===== src/rtl/display_ctrl_pkg.sv =====
// Shared encodings for the alarm-clock front-panel sequencer.
// The state values double as the debug/LED code.
package display_ctrl_pkg;

   typedef enum logic [2:0] {
      ST_RUN        = 3'd0,
      ST_VIEW_ALARM = 3'd1,
      ST_SET_T_HR   = 3'd2,
      ST_SET_T_MIN  = 3'd3,
      ST_SET_A_HR   = 3'd4,
      ST_SET_A_MIN  = 3'd5
   } state_t;

   localparam logic DISPLAY_TIME  = 1'b0;
   localparam logic DISPLAY_ALARM = 1'b1;

   function automatic logic is_set_state(input state_t st);
      return st inside {ST_SET_T_HR, ST_SET_T_MIN, ST_SET_A_HR, ST_SET_A_MIN};
   endfunction

   function automatic logic is_alarm_side(input state_t st);
      return st inside {ST_VIEW_ALARM, ST_SET_A_HR, ST_SET_A_MIN};
   endfunction

   function automatic logic is_hr_field(input state_t st);
      return st inside {ST_SET_T_HR, ST_SET_A_HR};
   endfunction

   function automatic logic is_min_field(input state_t st);
      return st inside {ST_SET_T_MIN, ST_SET_A_MIN};
   endfunction

endpackage


===== src/rtl/inactivity_timer.sv =====
// Saturating tick counter with synchronous clear. The terminal flag marks the
// tick that brings the count to TIMEOUT_TICKS, so the caller can act on that edge.
module inactivity_timer #(
   parameter int TIMEOUT_TICKS = 20,
   parameter int TIMER_W       = 5
) (
   input  logic clk,
   input  logic reset,
   input  logic clear,
   input  logic tick,
   output logic terminal
);

   localparam logic [TIMER_W-1:0] LAST_C = TIMER_W'(TIMEOUT_TICKS - 1);
   localparam logic [TIMER_W-1:0] MAX_C  = TIMER_W'(TIMEOUT_TICKS);

   logic [TIMER_W-1:0] count_r;

   // count register: clear wins over tick, hold at saturation
   always_ff @(posedge clk) begin
      if (reset) begin
         count_r <= {TIMER_W{1'b0}};
      end else if (clear) begin
         count_r <= {TIMER_W{1'b0}};
      end else if (tick && (count_r != MAX_C)) begin
         count_r <= count_r + TIMER_W'(1);
      end else begin
         count_r <= count_r;
      end
   end

   assign terminal = tick && (count_r >= LAST_C);

endmodule


===== src/rtl/display_mode_controller.sv =====
// Front-panel mode sequencer: decodes button pulses into display/set modes,
// emits increment strobes and blink blanking, and times out back to RUN.
module display_mode_controller
   import display_ctrl_pkg::*;
#(
   parameter int TIMEOUT_TICKS = 20,
   parameter int TIMER_W       = 5
) (
   input  logic       i_Clk,
   input  logic       i_Reset,
   input  logic       i_Tick,
   input  logic       i_Mode_Btn,
   input  logic       i_Inc_Btn,
   input  logic       i_Alarm_View_Btn,
   output logic       o_Display_Sel,
   output logic       o_Time_Hr_Inc,
   output logic       o_Time_Min_Inc,
   output logic       o_Alarm_Hr_Inc,
   output logic       o_Alarm_Min_Inc,
   output logic       o_Sec_Clr,
   output logic       o_Time_Run,
   output logic       o_Hr_Blank,
   output logic       o_Min_Blank,
   output logic [2:0] o_State
);

   state_t state_r;
   state_t state_nxt_s;
   logic   phase_r;

   logic   inc_take_s;
   logic   av_take_s;
   logic   btn_any_s;
   logic   terminal_s;
   logic   timeout_s;
   logic   timer_clear_s;

   logic   sel_nxt_s;
   logic   run_nxt_s;
   logic   th_inc_nxt_s;
   logic   tm_inc_nxt_s;
   logic   ah_inc_nxt_s;
   logic   am_inc_nxt_s;
   logic   sec_clr_nxt_s;
   logic   phase_nxt_s;
   logic   hr_blank_nxt_s;
   logic   min_blank_nxt_s;

   // Mode > Inc > Alarm_View: a higher-priority pulse swallows the others
   assign inc_take_s    = i_Inc_Btn && !i_Mode_Btn;
   assign av_take_s     = i_Alarm_View_Btn && !i_Mode_Btn && !i_Inc_Btn;
   assign btn_any_s     = i_Mode_Btn || i_Inc_Btn || i_Alarm_View_Btn;
   assign timeout_s     = terminal_s && !btn_any_s && (state_r != ST_RUN);
   assign timer_clear_s = btn_any_s || (state_nxt_s != state_r) || (state_r == ST_RUN);

   inactivity_timer #(
      .TIMEOUT_TICKS (TIMEOUT_TICKS),
      .TIMER_W       (TIMER_W)
   ) u_timer (
      .clk      (i_Clk),
      .reset    (i_Reset),
      .clear    (timer_clear_s),
      .tick     (i_Tick),
      .terminal (terminal_s)
   );

   // next-state decode
   always_comb begin
      state_nxt_s = state_r;
      if (i_Mode_Btn) begin
         case (state_r)
            ST_RUN:        state_nxt_s = ST_SET_T_HR;
            ST_SET_T_HR:   state_nxt_s = ST_SET_T_MIN;
            ST_SET_T_MIN:  state_nxt_s = ST_RUN;
            ST_VIEW_ALARM: state_nxt_s = ST_SET_A_HR;
            ST_SET_A_HR:   state_nxt_s = ST_SET_A_MIN;
            ST_SET_A_MIN:  state_nxt_s = ST_VIEW_ALARM;
            default:       state_nxt_s = ST_RUN;
         endcase
      end else if (av_take_s) begin
         case (state_r)
            ST_RUN:        state_nxt_s = ST_VIEW_ALARM;
            ST_VIEW_ALARM: state_nxt_s = ST_RUN;
            default:       state_nxt_s = state_r;
         endcase
      end else if (timeout_s) begin
         state_nxt_s = ST_RUN;
      end else begin
         state_nxt_s = state_r;
      end
   end

   // next values of every registered output, derived from the next state
   always_comb begin
      th_inc_nxt_s  = inc_take_s && (state_r == ST_SET_T_HR);
      tm_inc_nxt_s  = inc_take_s && (state_r == ST_SET_T_MIN);
      ah_inc_nxt_s  = inc_take_s && (state_r == ST_SET_A_HR);
      am_inc_nxt_s  = inc_take_s && (state_r == ST_SET_A_MIN);
      sec_clr_nxt_s = i_Mode_Btn && (state_r == ST_SET_T_MIN);
      sel_nxt_s     = is_alarm_side(state_nxt_s) ? DISPLAY_ALARM : DISPLAY_TIME;
      run_nxt_s     = !(state_nxt_s inside {ST_SET_T_HR, ST_SET_T_MIN});
      if (!is_set_state(state_nxt_s)) begin
         phase_nxt_s = 1'b1;
      end else if ((state_nxt_s != state_r) || (inc_take_s && is_set_state(state_r))) begin
         phase_nxt_s = 1'b1;
      end else if (i_Tick) begin
         phase_nxt_s = !phase_r;
      end else begin
         phase_nxt_s = phase_r;
      end
      hr_blank_nxt_s  = is_hr_field(state_nxt_s) && !phase_nxt_s;
      min_blank_nxt_s = is_min_field(state_nxt_s) && !phase_nxt_s;
   end

   // state, blink phase and output registers
   always_ff @(posedge i_Clk) begin
      if (i_Reset) begin
         state_r         <= ST_RUN;
         phase_r         <= 1'b1;
         o_Display_Sel   <= DISPLAY_TIME;
         o_Time_Hr_Inc   <= 1'b0;
         o_Time_Min_Inc  <= 1'b0;
         o_Alarm_Hr_Inc  <= 1'b0;
         o_Alarm_Min_Inc <= 1'b0;
         o_Sec_Clr       <= 1'b0;
         o_Time_Run      <= 1'b1;
         o_Hr_Blank      <= 1'b0;
         o_Min_Blank     <= 1'b0;
      end else begin
         state_r         <= state_nxt_s;
         phase_r         <= phase_nxt_s;
         o_Display_Sel   <= sel_nxt_s;
         o_Time_Hr_Inc   <= th_inc_nxt_s;
         o_Time_Min_Inc  <= tm_inc_nxt_s;
         o_Alarm_Hr_Inc  <= ah_inc_nxt_s;
         o_Alarm_Min_Inc <= am_inc_nxt_s;
         o_Sec_Clr       <= sec_clr_nxt_s;
         o_Time_Run      <= run_nxt_s;
         o_Hr_Blank      <= hr_blank_nxt_s;
         o_Min_Blank     <= min_blank_nxt_s;
      end
   end

   assign o_State = state_r;

endmodule


===== config.mk =====
export PLATFORM = sky130hd
export DESIGN_NAME = display_mode_controller
export DESIGN_NICKNAME = d
export VERILOG_FILES = /design/src/rtl/display_ctrl_pkg.sv /design/src/rtl/inactivity_timer.sv /design/src/rtl/display_mode_controller.sv
export SDC_FILE = /design/constraint.sdc
export NUM_CORES = 1
export LEC_CHECK = 0
export ABC_AREA = 0
export BUFFER_PORTS_ARGS = -buffer_cell sky130_fd_sc_hd__buf_2
export CAP_MARGIN = 10
export CORE_AREA = 2 2 57 59
export DETAILED_ROUTE_END_ITERATION = 10
export DIE_AREA = 0 0 59 61
export PLACE_DENSITY_LB_ADDON = 0.2
export SYNTH_ARGS = -nofsm -noshare
export SYNTH_HDL_FRONTEND = slang
export SYNTH_SLANG_ARGS = --single-unit

===== constraint.sdc =====
create_clock -name i_Clk -period 3.6 [get_ports i_Clk]
set_input_delay 0.36 -clock i_Clk [delete_from_list [all_inputs] [get_ports i_Clk]]
set_output_delay 0.36 -clock i_Clk [all_outputs]
set_load 0.02 [all_outputs]

==> flow_summary.yaml <==
clock_network:
  clock_latency_ns: 0.29
  clock_sinks: 18
  cts_made_buffers: 3
  post_cts_buffers: 0
  post_cts_resize_count: 0
  ctsHoldBuffers: 0
  cts_tree: "built"
  clock_path_buffers: 2
  htreeDepth: 1
  cts.clk_slew.worst_paths_ns: 0.10
  cts_root_buf: "clkbuf_4"
logic_synthesis:
  netlist_area_um2: 873
  async_flop_share: 0
  syn_inst: 94
  synth_edf_count: 0
  ys_warn_count: 0
  ys_seq_area_frac: 0.413
  syn_area_per_cell_um2: 9.29
  ys_seq_elements: 18
  syn_nets: 102
  post_synth_num_cell_types: 37
  ys.flop_type: "dfxtp_1"
detailed_routing:
  drtIter0Drc: 4
  wl_met2_um: 772
  highest_layer: "met4"
  met1Wirelength_um: 909
  avgRoutedWirePerCell_um: 12.1
  wl_met3_um: 42
  vias: 709
  drc: 0
  via_per_inst: 4.92
  dr.pass1.iters: 4
  wirelength_um: 1750
  final_antenna_net_count: 0
sta:
  clock_skew_ns: 0.00423
  finalSetupTns_ns: 0
  rsz0062_at_grt: "false"
  post-route-period-util: 0.479
  period_needed_ns: 1.73
  fin_ws_ns: 1.87
  fmax_ghz: 0.580
  finalMaxSlewViolations: 0
  setup_viol: 0
  holdWs_ns: 0.344
  hold_viol: 0
  maxSlewHeadroom: 0.714
  max_slew.worst_pin.slew_ns: 0.429
cells_and_area:
  antenna_cells: 0
  n_fill_cell: 339
  syn_to_final_growth_pct: 16.8
  layout_commonest_cell: "dfxtp_1"
  nets: 120
  layout-drive-gt1-share: 0.270
  mostFrequentLayoutCells: "18 x dfxtp_1, 17 x buf_2, 14 x nor2_1"
die:
  start_util: 0.296
  coreArea_um2: 2950
  die_h_um: 61
  dieArea_um2: 3600
  rows: 20
  die_w_um: 59
  ios: 18
setup_path:
  required_ns: 3.81
  r2r_slack_ns: 1.87
  critPathMaxFanout: 4
  path_class: "flip-flop to flip-flop"
  cp.arrival_ns: 1.94
  startpoint_type: "flip-flop"
  cp-end-kind: "flip-flop"
outcome:
  outcome: "completed"
pwr:
  p_per_area_nw_per_um2: 385
  p_leak_uw: 0.000411
  switching_power_uw: 104
  p_int_uw: 289
  share_seq_of_total_power: 0.546
  vdd_drop_max_mv: 0.126
  switching_share: 0.265
  clock_power_share: 0.314
  combPwrFrac: 0.141
global_routing:
  grt_pass1_wl_um: 2770
  grt.overflow.total: 0
  grt_antenna_before_repair: 0
  grt_pass1_vias: 623
  grt_start_max_net_pins: 14
  grt_usage: 0.104
flow_run:
  cap_violations: 0
placement:
  gp_congestion: 0.811
  dp_hpwl_um: 1290
  io_buffers: 17
  dp_slack_ns: 1.77
min_path:
  hold_path.class: "input port to flip-flop"
==> power by group through the flow <==
stage	Clock, µW	Sequential (µW)	Combinational [µW]
6_report	123	214	55.2
5_1_grt	137	215	60.6
4_1_cts	130	214	55.7
3_5_place_dp	0	219	55.4
3_3_place_gp	0	219	56.0
2_1_floorplan	0	221	36.1
==> per-stage QoR <==
stage	std cells	power [µW]	utilization	instance area (µm²)
after floorplan	94	257	-	873
after CTS	144	400	0.345	1020
after global routing	144	413	0.345	1020
final	144	393	0.345	1020
after global placement	140	275	0.333	983
after detailed placement	140	274	0.333	983
==> flip-flops by register name, summed over array words and instances, names as in the netlist <==
name and cells:
o_Display_Sel 1, o_Time_Hr_Inc 1, o_Sec_Clr 1, o_Min_Blank 1, o_Alarm_Hr_Inc 1, o_Time_Run 1
o_Hr_Blank 1, u_timer.count_r 5, phase_r 1, o_Time_Min_Inc 1, o_State 3, o_Alarm_Min_Inc 1
==> routing by layer <==
layer,track usage,vias to the layer above
li1,-,363
met1,0.142,333
met2,0.159,11
met3,0.0256,2
met4,0.0390,0
met5,0,-
==> path summary, 6_finish.rpt <==
path | from | end | cells after the start
max | u_timer.count_r[0]$_SDFFE_PP0P_ | o_Display_Sel$_SDFF_PP0_ | 5
min | i_Reset | o_State[0]$_SDFF_PP0_ | 2
max reg2reg | u_timer.count_r[0]$_SDFFE_PP0P_ | o_Display_Sel$_SDFF_PP0_ | 5
min reg2reg | u_timer.count_r[1]$_SDFFE_PP0P_ | u_timer.count_r[1]$_SDFFE_PP0P_ | 2
==> cells by family after synthesis <==
kind of cell / Yosys count / synth area share
compound gates: 13 / 0.162
xor+xnor: 6 / 0.0602
fa+ha+maj: 3 / 0.0401
buf+inv: 8 / 0.0358
flops: 18 / 0.413
mux: 1 / 0.0115
simple gates: 45 / 0.278
==> worst max-delay path, stage by stage (launching register included) <==
cell       delay (ns)
dfxtp_1          0.38
ha_1             0.27
a2111oi_4        0.27
nor3_2           0.12
o311a_1          0.41
a211oi_2         0.20
==> synthesized netlist by cell type (2+ instances only) <==
cell type | count | area share
nand2_1 | 8 | 0.034
nor2_1 | 14 | 0.060
and3_1 | 2 | 0.014
xor2_1 | 4 | 0.040
or3_4 | 2 | 0.026
nand2b_1 | 2 | 0.014
clkbuf_1 | 3 | 0.013
dfxtp_1 | 18 | 0.41
o311a_1 | 2 | 0.023
nor3b_1 | 2 | 0.017
nand3_1 | 3 | 0.017
inv_1 | 4 | 0.017
ha_1 | 2 | 0.029
xnor2_1 | 2 | 0.020
nor3_1 | 3 | 0.017
o21ai_0 | 2 | 0.011
==> cell type report <==
class,count,area [µm²],share of cell area
Sequential cell,18,360,0.353
Tap cell,33,41.3,0.0405
Multi-Input combinational cell,68,482,0.472
Inverter,4,15.0,0.0147
Clock buffer,4,36.3,0.0356
Timing Repair Buffer,17,85.1,0.0834
Note: power is estimated with default switching activity, not from simulation.
